$ cat src/rtl/fetch_wf_pkg.sv
// Shared definitions for the fetch-stage wavefront slot logic: default sizing,
// allocation policy codes and the wfid type.
package fetch_wf_pkg;

    localparam int NUM_WF_DEFAULT = 40;
    localparam int WFID_W_DEFAULT = 6;

    localparam int ALLOC_LOWEST = 0;
    localparam int ALLOC_RR     = 1;

    typedef logic [WFID_W_DEFAULT-1:0] wfid_t;

endpackage

$ cat src/rtl/wf_onehot_dec.sv
// Binary wfid to one-hot decoder; an index outside 0..NUM_WF-1 decodes to all zeros.
module wf_onehot_dec
    import fetch_wf_pkg::*;
#(
    parameter int NUM_WF = NUM_WF_DEFAULT,
    parameter int WFID_W = WFID_W_DEFAULT
) (
    input  logic [WFID_W-1:0] wfid,
    output logic [NUM_WF-1:0] onehot
);

    always_comb begin
        // NOTE: every always_comb output gets a default first so no path can infer a latch.
        onehot = '0;
        for (int i = 0; i < NUM_WF; i++) begin
            if (wfid == WFID_W'(i)) onehot[i] = 1'b1;
        end
    end

endmodule

$ cat src/rtl/wf_slot_alloc.sv
// Stateful wavefront-slot allocator: busy bitmap, one grant per cycle
// (lowest-free or round-robin), decoded releases with illegal-release flagging.
module wf_slot_alloc
    import fetch_wf_pkg::*;
#(
    parameter int NUM_WF     = NUM_WF_DEFAULT,
    parameter int WFID_W     = WFID_W_DEFAULT,
    parameter int ALLOC_MODE = ALLOC_LOWEST
) (
    input  logic              clk,
    input  logic              rst_n,
    input  logic              alloc_req,
    input  logic              release_valid,
    input  logic [WFID_W-1:0] release_wfid,
    output logic              alloc_valid,
    output logic              alloc_nack,
    output logic [WFID_W-1:0] alloc_wfid,
    output logic [NUM_WF-1:0] alloc_onehot,
    output logic [NUM_WF-1:0] busy_mask,
    output logic [WFID_W:0]   free_count,
    output logic              full,
    output logic              empty,
    output logic              release_err
);

    if (NUM_WF < 2 || NUM_WF > 64 || (2 ** WFID_W) < NUM_WF ||
        (ALLOC_MODE != ALLOC_LOWEST && ALLOC_MODE != ALLOC_RR)) begin : g_param_check
        $error("wf_slot_alloc: illegal NUM_WF/WFID_W/ALLOC_MODE combination");
    end

    localparam logic [WFID_W:0] CNT_ONE = (WFID_W+1)'(1);
    localparam logic [WFID_W:0] CNT_ALL = (WFID_W+1)'(NUM_WF);

    logic [NUM_WF-1:0] busy_q, busy_d, free_mask, sel_onehot, rel_onehot;
    logic [WFID_W:0]   free_q, free_d;
    logic [WFID_W-1:0] sel_wfid;
    logic              grant, rel_legal, rel_bad;

    function automatic logic [WFID_W-1:0] lowest_set(input logic [NUM_WF-1:0] vec);
        lowest_set = '0;
        for (int i = NUM_WF - 1; i >= 0; i--) begin
            if (vec[i]) lowest_set = WFID_W'(i);
        end
    endfunction

    // Decisions use the registered state only, so a same-cycle release can never feed a grant.
    assign free_mask = ~busy_q;
    assign grant     = alloc_req && !full;

    wf_onehot_dec #(.NUM_WF(NUM_WF), .WFID_W(WFID_W)) u_sel_dec (
        .wfid   (sel_wfid),
        .onehot (sel_onehot)
    );

    wf_onehot_dec #(.NUM_WF(NUM_WF), .WFID_W(WFID_W)) u_rel_dec (
        .wfid   (release_wfid),
        .onehot (rel_onehot)
    );

    // An out-of-range wfid decodes to zero, so it can never hit a busy bit.
    assign rel_legal = release_valid && (|(rel_onehot & busy_q));
    assign rel_bad   = release_valid && !rel_legal;

    always_comb begin
        busy_d = busy_q;
        free_d = free_q;
        if (rel_legal) begin
            busy_d = busy_d & ~rel_onehot;
            free_d = free_d + CNT_ONE;
        end
        if (grant) begin
            busy_d = busy_d | sel_onehot;
            free_d = free_d - CNT_ONE;
        end
    end

    // NOTE: sequential state uses non-blocking assignments so every flop samples pre-edge values.
    always_ff @(posedge clk or negedge rst_n) begin
        if (!rst_n) begin
            busy_q       <= '0;
            free_q       <= CNT_ALL;
            full         <= 1'b0;
            empty        <= 1'b1;
            alloc_valid  <= 1'b0;
            alloc_nack   <= 1'b0;
            alloc_wfid   <= '0;
            alloc_onehot <= '0;
            release_err  <= 1'b0;
        end else begin
            busy_q       <= busy_d;
            free_q       <= free_d;
            full         <= (free_d == '0);
            empty        <= (free_d == CNT_ALL);
            alloc_valid  <= grant;
            alloc_nack   <= alloc_req && full;
            alloc_wfid   <= grant ? sel_wfid : '0;
            alloc_onehot <= grant ? sel_onehot : '0;
            release_err  <= rel_bad;
        end
    end

    assign busy_mask  = busy_q;
    assign free_count = free_q;

    if (ALLOC_MODE == ALLOC_RR) begin : g_rr
        logic [WFID_W-1:0] rr_ptr_q, rot_idx;
        logic [NUM_WF-1:0] rot_free;
        logic [WFID_W:0]   rr_sum;

        // Rotate the free mask so rr_ptr lands at bit 0, then map the hit back modulo NUM_WF.
        assign rot_free = NUM_WF'({free_mask, free_mask} >> rr_ptr_q);
        assign rot_idx  = lowest_set(rot_free);
        assign rr_sum   = {1'b0, rot_idx} + {1'b0, rr_ptr_q};
        assign sel_wfid = (rr_sum >= CNT_ALL) ? WFID_W'(rr_sum - CNT_ALL) : rr_sum[WFID_W-1:0];

        always_ff @(posedge clk or negedge rst_n) begin
            if (!rst_n) begin
                rr_ptr_q <= '0;
            end else if (grant) begin
                rr_ptr_q <= (sel_wfid == WFID_W'(NUM_WF - 1)) ? '0 : sel_wfid + 1'b1;
            end
        end
    end else begin : g_lowest
        assign sel_wfid = lowest_set(free_mask);
    end

endmodule

$ cat config.mk
export PLATFORM = sky130hd
export DESIGN_NAME = wf_slot_alloc
export DESIGN_NICKNAME = d
export VERILOG_FILES = /design/src/rtl/fetch_wf_pkg.sv /design/src/rtl/wf_onehot_dec.sv /design/src/rtl/wf_slot_alloc.sv
export SDC_FILE = /design/constraint.sdc
export NUM_CORES = 1
export LEC_CHECK = 0
export BUFFER_PORTS_ARGS = -buffer_cell sky130_fd_sc_hd__buf_2
export CELL_PAD_IN_SITES_DETAIL_PLACEMENT = 0
export CELL_PAD_IN_SITES_GLOBAL_PLACEMENT = 1
export CORE_ASPECT_RATIO = 0.7
export CORE_MARGIN = 8
export CORE_UTILIZATION = 41
export CTS_CLUSTER_DIAMETER = 40
export DETAILED_ROUTE_END_ITERATION = 10
export PLACE_DENSITY_LB_ADDON = 0.05
export SLEW_MARGIN = 20
export SYNTH_ARGS = -nofsm -noshare
export SYNTH_HDL_FRONTEND = slang
export SYNTH_SLANG_ARGS = --single-unit
$ cat constraint.sdc
create_clock -name clk -period 5.6 [get_ports clk]
set_clock_uncertainty 0.1 [all_clocks]
set_input_delay 0.28 -clock clk [delete_from_list [all_inputs] [get_ports clk]]
set_output_delay 0.28 -clock clk [all_outputs]
set_load 0.01 [all_outputs]
==> results.env <==
TIMING.FINAL.CRIT_SHARE_PCT=75.5
ANT_NETS=0
TIMING_MAX_TRANSITION_VIOLATIONS_FINAL=0
REG2REG_TO='empty$_DFF_PN1_'
OVERFLOW=0
ANTENNADIODECOUNT=0
POST-SYNTH-TOP-AREA-CELL='sky130_fd_sc_hd__dfrtp_1'
REG_TO_REG_CRITICAL_PATH_STARTPOINT='busy_mask[25]$_DFF_PN0_'
ROUTED_WIRE_LENGTH_PER_INSTANCE_MICRONS=21.2
SETUP.WORST_PATH.CLASS='flop to flop'
CRITICAL_PATH_CELL_BY_CELL='mux2_4 -> nand3_1 -> a211oi_1 -> or4_4 -> o31ai_4 -> buf_4 -> xor2_1 -> ha_1 -> nand2_1 -> nor3_1 -> mux2_4 -> or4_1 -> a311o_1 -> a31oi_1'
HOLD_PATH_DEPTH=2
STATUS='completed'
SYNTH_TOP_CELLS_BY_AREA='sky130_fd_sc_hd__dfrtp_1, sky130_fd_sc_hd__o21ai_0, sky130_fd_sc_hd__nor2_1'
USE_MET3_PCT=8.06
INITIALDRTVIOLATIONCOUNT=376
CLOCK_LATENCY_PS=350
FP-ROW-COUNT=33
WORST_SETUP_PATH_ENDPOINT='empty$_DFF_PN1_'
POSTCTSHOLDBUFS=1
CRITICAL_PATH.STARTPOINT='busy_mask[25]$_DFF_PN0_'
VERT_DIE_DIM_MICRONS=106
POSTSYNTHREGISTERBITS=98
MAXCAPVIOLATIONS=0
TIMING_HOLD_VIOLATIONS_FINAL=0
CRITICAL_PATH.SLOWEST_CELL='sky130_fd_sc_hd__or4_4'
POST-SYNTH-TOP-COUNT-CELL='sky130_fd_sc_hd__dfrtp_1'
UTILIZATION_AFTER_LAYOUT_PCT=49.8
WORST_CASE_HOLD_SLACK_PS=55.2
SYN_NETS=520
CP-END-KIND='flop'
FINAL.SETUP.TNS_PS=0
CTSRESIZECOUNT=0
CTS.SINK_COUNT=98
DRCVIOLATIONCOUNT=0
REGISTER_AREA_SQ_MM=0.00246
POWER_DENSITY_mW_PER_MM2=486
VIAS_IN_THE_FIRST_GLOBAL_ROUTE=4348
I_O_PINS=108
TRITONCTS_BUFFER_COUNT=9
WORSTMARGINPINSLEW_PS=1130
CTS_BUFFER_DEPTH=2
FMAX_MHz=236
POST_SYNTH_INSTANCE_AREA_SQ_MM=0.00477
GRT.MET1_USAGE_PCT=28.4
CTS.CLK_SLEW.WORST_PATHS_PS=70
FILLERINSTANCES=1111
DRT-TOTAL-WL_MICRONS=16300
ROUTE.VIAS.TOTAL=4292
GRT_START_MAX_NET_PINS=73
ANTENNA_VIOLATIONS_BEFORE_REPAIR=0
TOTAL_POWER_mW=2.79
YOSYSUNIQUECELLTYPES=58
DP_HPWL_MICRONS=12000
SYNTHTOPCELLSBYCOUNT='sky130_fd_sc_hd__dfrtp_1, sky130_fd_sc_hd__o21ai_0, sky130_fd_sc_hd__nor2_1'
CP.REQUIRED_PS=5780
SYNTH_ASYNC_SR_FLOP_SHARE_PCT=100
DIE_X_MICRONS=145
WORSTREGTOREGCELLS=14
POST_SYNTH_EDFFS=0
LAYOUT-DRIVE-GT1-SHARE_PCT=24.5
WORSTSETUPSTARTPOINTTYPE='flop'
P_LEAK_nW=2.64
GRT_FIRST_PASS_WIRELENGTH_MICRONS=25700
CTS_POST_SETUP_BUFFERS_INSERTED=0
LAYER_WITH_THE_HIGHEST_USAGE_AFTER_GLOBAL_ROUTING='met2'
SLOWEST_DELAY_PS=580
VDD.IR_DROP.WORST_mV=0.429
SYN_AVG_CELL_AREA_SQ_UM=9.39
SETUP-VIOLATIONS-FINAL=0
VIASPERCELL=5.59
LAYOUT.NETS=618
REGTOREGSETUPSLACK_PS=1370
CLOCKROOTBUFFER='sky130_fd_sc_hd__clkbuf_16'
GLOBAL_ROUTE.USAGE.MET2_PCT=31.5
PATH_MAX_FANOUT=10
MULTIINPUTGATEAREA_SQ_MM=0.00218
MIN-DELAY-PATH-CLASS='input port to flop'
YS_SEQ_AREA_SHARE_PCT=51.5
SYNTHESIS.YOSYS.WARNINGS=0
PLACEMENT.IO_BUFFERS=107
CRITICAL-PATH-TOP-CELL-BY-COUNT='sky130_fd_sc_hd__mux2_4'
YS.FLOP_TYPE='sky130_fd_sc_hd__dfrtp_1'
CP_DATA_ARRIVAL_TIME_PS=4410
STDCELL_AREA_SQ_MM=0.00574
POST-ROUTE-MIN-PERIOD_PS=4230
TRITONCTS='yes'
INITIAL_CORE_UTIL_PCT=41.4
DIE_AREA_SQ_MM=0.0154
AREA_GROWTH_SYN_TO_LAYOUT_PCT=20.3
GRT.TOTAL_USAGE_PCT=21.3
DRT_FIRST_PASS_ITERS=5
YOSYSTOPAREACELLSHARE_PCT=49.8
GRT_SETUP_UNREPAIRED='no'
MAXSLEWHEADROOM_PCT=24.0
POSTSYNTHCELLCOUNT=508
PLACED_INSTANCE_AREA_SQ_MM=0.00542
FP.COREAREA_SQ_MM=0.0115
GP_CONGESTION=0.917
CTS-HTREE-LEVELS=3
sequential cells by signal (all words and copies together), names as in the netlist:
register      count
full              1
alloc_onehot     40
release_err       1
alloc_nack        1
free_count        7
empty             1
busy_mask        40
alloc_valid       1
alloc_wfid        6
power by group:
| group | total, mW | switching (mW) | internal [mW] |
|---|---|---|---|
| combinational | 1.14 | 0.808 | 0.331 |
| clock | 0.644 | 0.288 | 0.356 |
| sequential | 1.00 | 0.167 | 0.837 |
| total | 2.79 | 1.26 | 1.52 |
metal layers:
layer  vias to the layer above  part of all wire [%]  routed length (microns)
met2                       189                    43                     6930
met4                         0                   2.3                      382
met5                         -                     0                        0
li1                       2000                     -                        -
met1                      2074                    46                     7540
met3                        29                   8.7                     1420
worst min path at each step:
| stage | start | slack (ps) | to |
|---|---|---|---|
| final | alloc_req | 60 | alloc_nack$_DFF_PN0_ |
| after global routing | alloc_req | 60 | alloc_nack$_DFF_PN0_ |
| after CTS | alloc_req | 50 | alloc_nack$_DFF_PN0_ |
| after detailed placement | rst_n | 120 | alloc_onehot[36]$_DFF_PN0_ |
| after global placement | rst_n | 110 | alloc_onehot[36]$_DFF_PN0_ |
| after floorplan | rst_n | -120 | alloc_nack$_DFF_PN0_ |
logic make-up (layout without fill, tap and decap cells):
family	Yosys count	after routing	share of synthesized area, %
AND/OR/NAND/NOR	204	204	20.7
AO/OA/AOI/OAI	143	143	18.3
XOR/XNOR	12	12	2.20
buffers and inverters	33	136	3.09
flip-flops	98	98	51.5
adder cells (fa/ha/maj)	2	2	0.524
multiplexers	16	16	3.65
through the flow:
stage,instances,setup slack (ps)
floorplan,508,1580
global placement,751,1370
detailed placement,751,1250
CTS,768,1390
global route,768,1080
finish,768,1370
layout make-up:
class / count / area share, %
inverters: 10 / 0.654
multi-input cells: 377 / 37.9
well taps: 157 / 3.42
repair buffers: 110 / 9.81
flip-flops and latches: 98 / 42.8
clock inverters: 7 / 1.46
clock buffers: 9 / 3.92
cell usage in the layout (no fill, tap or decap), drive strengths merged, types with 4 or more instances in the layout:
| cell | instances |
|---|---|
| inv | 13 |
| o21ai | 87 |
| or2 | 7 |
| a21boi | 5 |
| xnor2 | 9 |
| or3 | 5 |
| nand2b | 12 |
| nand2 | 54 |
| nor4 | 5 |
| clkbuf | 9 |
| buf | 109 |
| o211ai | 4 |
| nand3 | 13 |
| dfrtp | 95 |
| nor3 | 14 |
| a21oi | 9 |
| nor2b | 6 |
| nor2 | 61 |
| a22oi | 4 |
| mux2i | 11 |
| and2 | 8 |
| a31oi | 6 |
| mux2 | 5 |
| o31ai | 7 |
| nand4 | 8 |
critical path, delay by kind of cell, from the launching register on:
kind,cells,cell delay (ps)
and+or+nand+nor,5,1380
AOI/OAI and AO/OA,4,1010
muxes,2,570
DFF,1,470
buffers and inverters,1,270
adders and majority gates,1,220
xor gates and xnor gates,1,120
Power figures use the tool's default switching activity.
